## src/rtl/rs_dsp_mac_accum_pkg.sv

```systemverilog
// Shared widths, FSM state type and the saturating adder used by the
// DSP38 product accumulator.
package rs_dsp_pkg;

    localparam int A_W     = 20;   // multiplier A port
    localparam int B_W     = 18;   // multiplier B port
    localparam int Z_W     = 38;   // multiplier product
    localparam int ACC_MAX = 64;   // widest accumulator sat_add can serve

    typedef enum logic [1:0] {
        IDLE,
        ACCUM,
        DRAIN,
        DONE
    } state_t;

    typedef struct packed {
        logic [ACC_MAX-1:0] sum;
        logic               overflow;
    } sat_res_t;

    // Saturating add on ACC_MAX-bit operands. Callers left-align narrower
    // accumulators so the top bit is the real sign/carry bit; the clamp
    // values then land correctly in the upper bits after realignment.
    function automatic sat_res_t sat_add(
        input logic [ACC_MAX-1:0] acc,
        input logic [ACC_MAX-1:0] addend,
        input logic               signed_mode
    );
        logic [ACC_MAX:0] raw;
        sat_res_t         res;
        raw          = {1'b0, acc} + {1'b0, addend};
        // NOTE: every result field gets a default before the branches, so
        // no path leaves it unassigned (which would infer a latch in comb logic).
        res.sum      = raw[ACC_MAX-1:0];
        res.overflow = 1'b0;
        if (signed_mode) begin
            // Overflow only when both operands share a sign the sum lacks.
            if ((acc[ACC_MAX-1] == addend[ACC_MAX-1]) &&
                (raw[ACC_MAX-1] != acc[ACC_MAX-1])) begin
                res.overflow = 1'b1;
                res.sum      = {acc[ACC_MAX-1], {(ACC_MAX-1){~acc[ACC_MAX-1]}}};
            end
        end else if (raw[ACC_MAX]) begin
            res.overflow = 1'b1;
            res.sum      = '1;
        end
        return res;
    endfunction

endpackage

```

## src/rtl/rs_dsp_mac_accum_if.sv

```systemverilog
// Operand-in / result-out handshake bundle of the product accumulator.
interface rs_dsp_mac_accum_if #(
    parameter int ACC_W = 48,
    parameter int CNT_W = 8
);
    import rs_dsp_pkg::*;

    logic             in_valid;
    logic             in_ready;
    logic [A_W-1:0]   in_a;
    logic [B_W-1:0]   in_b;
    logic             in_last;
    logic             in_unsigned_a;
    logic             in_unsigned_b;
    logic             out_valid;
    logic             out_ready;
    logic [ACC_W-1:0] out_sum;
    logic [CNT_W-1:0] out_count;
    logic             out_sat;

    // Producer of operands / consumer of results.
    modport master (
        output in_valid, in_a, in_b, in_last, in_unsigned_a, in_unsigned_b,
        output out_ready,
        input  in_ready, out_valid, out_sum, out_count, out_sat
    );

    // The accumulator itself.
    modport slave (
        input  in_valid, in_a, in_b, in_last, in_unsigned_a, in_unsigned_b,
        input  out_ready,
        output in_ready, out_valid, out_sum, out_count, out_sat
    );

endinterface

```

## src/rtl/rs_dsp_mac_accum_valid_pipe.sv

```systemverilog
// {valid, last} flag shift register that travels alongside the external
// multiplier, so the accumulator knows when mult_z carries a live product.
module rs_dsp_valid_pipe #(
    parameter int DEPTH = 2
) (
    input  logic clk,
    input  logic rst_n,
    input  logic push_valid,
    input  logic push_last,
    output logic tail_valid,
    output logic tail_last
);

    logic [DEPTH-1:0] valid_sr;
    logic [DEPTH-1:0] last_sr;

    // Shift flags one stage per clock; clearing them on reset discards any
    // product still inside the multiplier.
    always_ff @(posedge clk or negedge rst_n) begin
        if (!rst_n) begin
            valid_sr <= '0;
            last_sr  <= '0;
        end else begin
            // NOTE: non-blocking assignments make each stage take its
            // predecessor's pre-edge value, independent of statement order.
            valid_sr[0] <= push_valid;
            last_sr[0]  <= push_last;
            for (int i = 1; i < DEPTH; i++) begin
                valid_sr[i] <= valid_sr[i-1];
                last_sr[i]  <= last_sr[i-1];
            end
        end
    end

    assign tail_valid = valid_sr[DEPTH-1];
    assign tail_last  = last_sr[DEPTH-1];

endmodule

```

## src/rtl/rs_dsp_mac_accum.sv

```systemverilog
// Operand sequencer and saturating product accumulator around an external
// DSP38 multiplier (20x18 -> 38, input and output registers).
module rs_dsp_mac_accum
    import rs_dsp_pkg::*;
#(
    parameter int ACC_W    = 48,
    parameter int CNT_W    = 8,
    parameter int MULT_LAT = 2
) (
    input  logic             clk,
    input  logic             lreset,
    rs_dsp_mac_accum_if.slave bus,
    output logic [A_W-1:0]   mult_a,
    output logic [B_W-1:0]   mult_b,
    output logic             mult_unsigned_a,
    output logic             mult_unsigned_b,
    output logic [2:0]       mult_feedback,
    input  logic [Z_W-1:0]   mult_z
);

    localparam int SHIFT = ACC_MAX - ACC_W;

    state_t           state;
    logic             in_ready_q;
    logic             out_valid_q;
    logic [ACC_W-1:0] acc;
    logic [CNT_W-1:0] count;
    logic             sat;
    logic             ua_q;
    logic             ub_q;

    logic             accept;
    logic             first_beat;
    logic             tail_valid;
    logic             tail_last;
    logic             signed_mode;
    logic [ACC_W-1:0] addend;
    logic [ACC_W-1:0] acc_next;
    sat_res_t         add_res;

    assign accept     = bus.in_valid & in_ready_q;
    assign first_beat = (state == IDLE);

    // Operands reach the multiplier only on accepted beats. Signedness
    // comes straight from the inputs on the first beat, then from the latch.
    assign mult_a          = accept ? bus.in_a : '0;
    assign mult_b          = accept ? bus.in_b : '0;
    assign mult_unsigned_a = first_beat ? bus.in_unsigned_a : ua_q;
    assign mult_unsigned_b = first_beat ? bus.in_unsigned_b : ub_q;
    assign mult_feedback   = 3'b000;

    rs_dsp_valid_pipe #(.DEPTH(MULT_LAT)) u_valid_pipe (
        .clk        (clk),
        .rst_n      (lreset),
        .push_valid (accept),
        .push_last  (accept & bus.in_last),
        .tail_valid (tail_valid),
        .tail_last  (tail_last)
    );

    // A mixed-sign product is still a signed number; only all-unsigned is not.
    assign signed_mode = !(ua_q && ub_q);
    assign addend      = signed_mode ? ACC_W'($signed(mult_z)) : ACC_W'(mult_z);
    assign add_res     = sat_add(ACC_MAX'(acc) << SHIFT,
                                 ACC_MAX'(addend) << SHIFT, signed_mode);
    assign acc_next    = add_res.sum[ACC_MAX-1 -: ACC_W];

    // Vector FSM with registered handshake outputs and the accumulator.
    always_ff @(posedge clk or negedge lreset) begin
        if (!lreset) begin
            state       <= IDLE;
            in_ready_q  <= 1'b1;
            out_valid_q <= 1'b0;
            acc         <= '0;
            count       <= '0;
            sat         <= 1'b0;
            ua_q        <= 1'b0;
            ub_q        <= 1'b0;
        end else begin
            if (tail_valid) begin
                acc <= acc_next;
                sat <= sat | add_res.overflow;
                if (count != '1) begin
                    count <= count + CNT_W'(1);
                end
            end
            unique case (state)
                IDLE: begin
                    if (accept) begin
                        ua_q       <= bus.in_unsigned_a;
                        ub_q       <= bus.in_unsigned_b;
                        state      <= bus.in_last ? DRAIN : ACCUM;
                        in_ready_q <= !bus.in_last;
                    end
                end
                ACCUM: begin
                    if (accept && bus.in_last) begin
                        state      <= DRAIN;
                        in_ready_q <= 1'b0;
                    end
                end
                DRAIN: begin
                    if (tail_valid && tail_last) begin
                        state       <= DONE;
                        out_valid_q <= 1'b1;
                    end
                end
                DONE: begin
                    // Result is released; clear for the next vector. in_ready
                    // rises only after this edge, so there is no bypass.
                    if (bus.out_ready) begin
                        state       <= IDLE;
                        out_valid_q <= 1'b0;
                        in_ready_q  <= 1'b1;
                        acc         <= '0;
                        count       <= '0;
                        sat         <= 1'b0;
                    end
                end
                default: state <= IDLE;
            endcase
        end
    end

    assign bus.in_ready  = in_ready_q;
    assign bus.out_valid = out_valid_q;
    assign bus.out_sum   = acc;
    assign bus.out_count = count;
    assign bus.out_sat   = sat;

endmodule

```

## src/flat_wrapper.sv

```systemverilog
// flat-port wrapper written by rule: the top's interface ports become plain ports
module rs_dsp_mac_accum_flat import rs_dsp_pkg::*;
#(
    parameter int ACC_W    = 48,
    parameter int CNT_W    = 8,
    parameter int MULT_LAT = 2
)
  (clk, lreset, mult_a, mult_b, mult_unsigned_a, mult_unsigned_b, mult_feedback, mult_z, bus_in_valid, bus_in_a, bus_in_b, bus_in_last, bus_in_unsigned_a, bus_in_unsigned_b, bus_out_ready, bus_in_ready, bus_out_valid, bus_out_sum, bus_out_count, bus_out_sat);
  rs_dsp_mac_accum_if #(.ACC_W(ACC_W), .CNT_W(CNT_W)) bus_i ();
  input  logic clk;
  input  logic lreset;
  output logic [A_W-1:0] mult_a;
  output logic [B_W-1:0] mult_b;
  output logic mult_unsigned_a;
  output logic mult_unsigned_b;
  output logic [2:0] mult_feedback;
  input  logic [Z_W-1:0] mult_z;
  input wire logic [$bits(bus_i.in_valid)-1:0] bus_in_valid;
  input wire logic [$bits(bus_i.in_a)-1:0] bus_in_a;
  input wire logic [$bits(bus_i.in_b)-1:0] bus_in_b;
  input wire logic [$bits(bus_i.in_last)-1:0] bus_in_last;
  input wire logic [$bits(bus_i.in_unsigned_a)-1:0] bus_in_unsigned_a;
  input wire logic [$bits(bus_i.in_unsigned_b)-1:0] bus_in_unsigned_b;
  input wire logic [$bits(bus_i.out_ready)-1:0] bus_out_ready;
  output wire logic [$bits(bus_i.in_ready)-1:0] bus_in_ready;
  output wire logic [$bits(bus_i.out_valid)-1:0] bus_out_valid;
  output wire logic [$bits(bus_i.out_sum)-1:0] bus_out_sum;
  output wire logic [$bits(bus_i.out_count)-1:0] bus_out_count;
  output wire logic [$bits(bus_i.out_sat)-1:0] bus_out_sat;
  assign bus_i.in_valid = bus_in_valid;
  assign bus_i.in_a = bus_in_a;
  assign bus_i.in_b = bus_in_b;
  assign bus_i.in_last = bus_in_last;
  assign bus_i.in_unsigned_a = bus_in_unsigned_a;
  assign bus_i.in_unsigned_b = bus_in_unsigned_b;
  assign bus_i.out_ready = bus_out_ready;
  assign bus_in_ready = bus_i.in_ready;
  assign bus_out_valid = bus_i.out_valid;
  assign bus_out_sum = bus_i.out_sum;
  assign bus_out_count = bus_i.out_count;
  assign bus_out_sat = bus_i.out_sat;
  rs_dsp_mac_accum #(.ACC_W(ACC_W), .CNT_W(CNT_W), .MULT_LAT(MULT_LAT)) u_core (.clk(clk), .lreset(lreset), .bus(bus_i), .mult_a(mult_a), .mult_b(mult_b), .mult_unsigned_a(mult_unsigned_a), .mult_unsigned_b(mult_unsigned_b), .mult_feedback(mult_feedback), .mult_z(mult_z));
endmodule
```

## config.mk

```make
export PLATFORM = sky130hd
export DESIGN_NAME = rs_dsp_mac_accum_flat
export DESIGN_NICKNAME = d
export VERILOG_FILES = /design/src/rtl/rs_dsp_mac_accum_pkg.sv /design/src/rtl/rs_dsp_mac_accum_if.sv /design/src/rtl/rs_dsp_mac_accum_valid_pipe.sv /design/src/rtl/rs_dsp_mac_accum.sv /design/src/flat_wrapper.sv
export SDC_FILE = /design/constraint.sdc
export NUM_CORES = 1
export LEC_CHECK = 0
export ABC_CLOCK_PERIOD_IN_PS = 3600
export CAP_MARGIN = 10
export CORE_MARGIN = 10
export CORE_UTILIZATION = 45
export DETAILED_ROUTE_END_ITERATION = 12
export PLACE_DENSITY = 0.77
export SETUP_SLACK_MARGIN = 0.05
export SYNTH_ARGS = -nofsm -noshare
export SYNTH_HDL_FRONTEND = slang
export SYNTH_SLANG_ARGS = --single-unit
```

## constraint.sdc

```tcl
create_clock -name clk -period 3.6 [get_ports clk]
set_clock_uncertainty 0.2 [all_clocks]
set_input_delay 0.36 -clock clk [delete_from_list [all_inputs] [get_ports clk]]
set_output_delay 0.36 -clock clk [all_outputs]
set_load 0.05 [all_outputs]
```

==> impl_metrics.ini <==
[routing]
wirelength_um = 22400
wl_per_cell_um = 18.8
drt_iter0_drc = 563
postRouteAntennaNets = 0
drc = 0
num_vias = 6908
dr.pass1.iters = 5
viasPerCell = 5.77

[floorplan]
floorplan.die_area_um2 = 19000
fp-row-count = 42
initial_core_util = 0.465
ios = 185
die_h_um = 138
fp.coreArea_um2 = 13400
die_w_um = 138

[logic_synthesis]
synth_top_family_by_area = compound AO/OA/AOI/OAI gates
synth_edf_count = 0
synthAdderAreaFrac = 0.0895
synth.top_cell.area_share = 0.265
ys_ff_latch = 67
yosys_warnings = 0
synth_mux_area_frac = 0.0189
syn_inst = 797
yosysMostFrequentCell = a21oi_1
synth_cell_types = 76
yosys.area_share.simple = 0.215
synthXorXnorAreaFrac = 0.0702
synth_compound_area_frac = 0.281
synth_area_leaders = dfrtp_1 26%, ha_1 8.6%, a21oi_1 7.3%, o21ai_0 6.1%, and3_1 5.0%
seq_area_frac_synth = 0.269
synth_area_um2 = 6240
synthTopCellsByCount = 91 x a21oi_1, 77 x nand2_1, 76 x o21ai_0
yosys_most_used_dff = dfrtp_1
postSynthAreaPerCell_um2 = 7.83
synth_top_cell_by_area = dfrtp_1
ys_async_sr_fraction = 1.00

[placement]
port_buffers = 181
dp_hpwl_um = 17800
gp_congestion = 0.983
dpl_cell_area_um2 = 8630

[power_and_ir_drop]
power_mw = 8.92
swShare = 0.526
clkPwrFrac = 0.103
power.density_nw_per_um2 = 996
power_frac_comb = 0.720
power.internal_mw = 4.23
peakVddDrop_uv = 480
p_seq_frac = 0.177
leakagePower_nw = 3.97
p_switching_mw = 4.69

[setup_path]
path_max_fanout = 6
required_ns = 3.63
reg2reg_depth = 11
cp-end-kind = flop
critPathLaunchType = flop
criticalPathCategory = reg2reg
cp.arrival_ns = 3.43

[sta]
layout_min_cycle_time_ns = 3.40
rsz0062_at_grt = false
fmax_mhz = 294
finalHoldViolations = 0
hold_slack_ns = 0.119
finalCritPeriodShare = 0.943
setup_violations = 0
tightest_slew_ns = 0.715
drv_slew = 0
slew_headroom = 0.522

[cells_and_area]
fin_area_um2 = 8960
area_growth_pct = 43.7
drive_above_1_share = 0.125
nets = 1143
final_core_util = 0.669
insertedDiodeCount = 0

[clocking]
post_cts_buffers = 0
htree_levels = 3
cts_tree = done
clk_pin_slew_ns = 0.06
clk_latency_ns = 0.35
clock-sinks = 67
cts_buffers = 9
cts_buffer_depth = 2
ctsRootBufferMaster = clkbuf_16

[job]
cap_violations = 0

[run_status]
status = finished, final reports clean

[global_routing]
grt_pass1_vias = 7023
antenna_found_initial = 0
grt_pass1_wl_um = 35900
grtUsageTotal = 0.235
grt_overflow = 0
grt_max_degree = 45

[worst_hold_path]
hold_class = in2async
-- flip-flops by register name, summed over array words and instances (netlist names) --
| signal | cells |
|---|---|
| u_core.state | 2 |
| u_core.bus.out_sat | 1 |
| u_core.ua_q | 1 |
| u_core.u_valid_pipe.last_sr | 2 |
| u_core.ub_q | 1 |
| u_core.bus.out_valid | 1 |
| u_core.u_valid_pipe.valid_sr | 2 |
| u_core.bus.out_sum | 48 |
| u_core.bus.in_ready | 1 |
| u_core.bus.out_count | 8 |
-- area by class of cell --
class                      instances  area (µm²)
inverter                          23        86.3
clock inverter                     6        73.8
tap                              176         220
fill                            1140        4440
sequential                        67        1680
clock buffer                      10         229
timing repair buffer             261        2430
multi-input combinational        654        4240
-- routing by layer --
metal	global-route usage	part of all wire	vias up	routed length, µm
li1	-	-	3349	-
met1	0.267	0.39	3192	8810
met2	0.392	0.47	319	10500
met3	0.0903	0.11	48	2430
met4	0.0915	0.032	0	723
met5	0	0	-	0
-- power groups by stage --
stage	sequential, mW	combinational (mW)	clock, mW
floorplan	2.42	3.34	0
global placement	1.57	6.29	0
detailed placement	1.58	6.34	0
CTS	1.57	6.39	0.929
global route	1.64	6.95	0.960
finish	1.58	6.43	0.919
-- path summary, 6_finish.rpt --
kind	to	from	slack (ns)
worst max-delay path	u_core.bus.out_sum[29]	u_core.bus.out_sum[10]	0.20
worst min-delay path	u_core.bus.out_sum[18]	lreset	0.12
worst max register to register	u_core.bus.out_sum[29]	u_core.bus.out_sum[10]	0.20
worst min register to register	u_core.u_valid_pipe.last_sr[1]	u_core.u_valid_pipe.last_sr[0]	0.15
max in group asynchronous	u_core.bus.out_sum[29]	lreset	2.30
min in group clk	u_core.u_valid_pipe.last_sr[1]	u_core.u_valid_pipe.last_sr[0]	0.15
-- metrics by stage --
step | setup TNS [ns] | setup WS (ns) | cells
2_1_floorplan | 0 | 0.0825 | 799
3_3_place_gp | -0.790 | -0.0637 | 1180
4_1_cts | 0 | 0.211 | 1197
3_5_place_dp | -3.65 | -0.112 | 1180
6_report | 0 | 0.203 | 1197
5_1_grt | 0 | 0.0665 | 1197
-- cells in the final DEF, fill, tap and decap left out, types with 34 or more instances in the layout --
master	netlist	final
a21oi_1	91	91
buf_4	3	77
ha_1	43	43
o21ai_0	76	75
nand2_1	77	77
and3_1	50	50
xnor2_1	34	34
clkdlybuf4s50_1	0	180
nor2_1	47	46
dfrtp_1	66	62
-- kinds of logic after synthesis --
kind of cell,after synthesis
and+or+nand+nor,269
other,1
AOI/OAI and AO/OA,277
adders and majority gates,44
DFF,67
muxes,11
xor gates and xnor gates,50
buffers and inverters,78
-- worst max-delay path, cell delays in order, from the launching register on --
cell     delay [ns]
dfrtp_1        0.42
ha_1           0.40
and2_1         0.21
a21bo_2        0.22
a41oi_1        0.47
a211o_1        0.23
a21oi_1        0.10
a22o_1         0.30
or2_2          0.34
buf_4          0.18
a21oi_1        0.15
nor2_1         0.06
-- what timing repair did --
item / 4_1_cts / 5_1_grt
hold buffers: 1 / 0
resized for setup: 0 / 4
setup endpoints to repair: 0 / 44
hold endpoints to repair: 66 / 0
No activity file was read; power rests on OpenSTA's default activity.
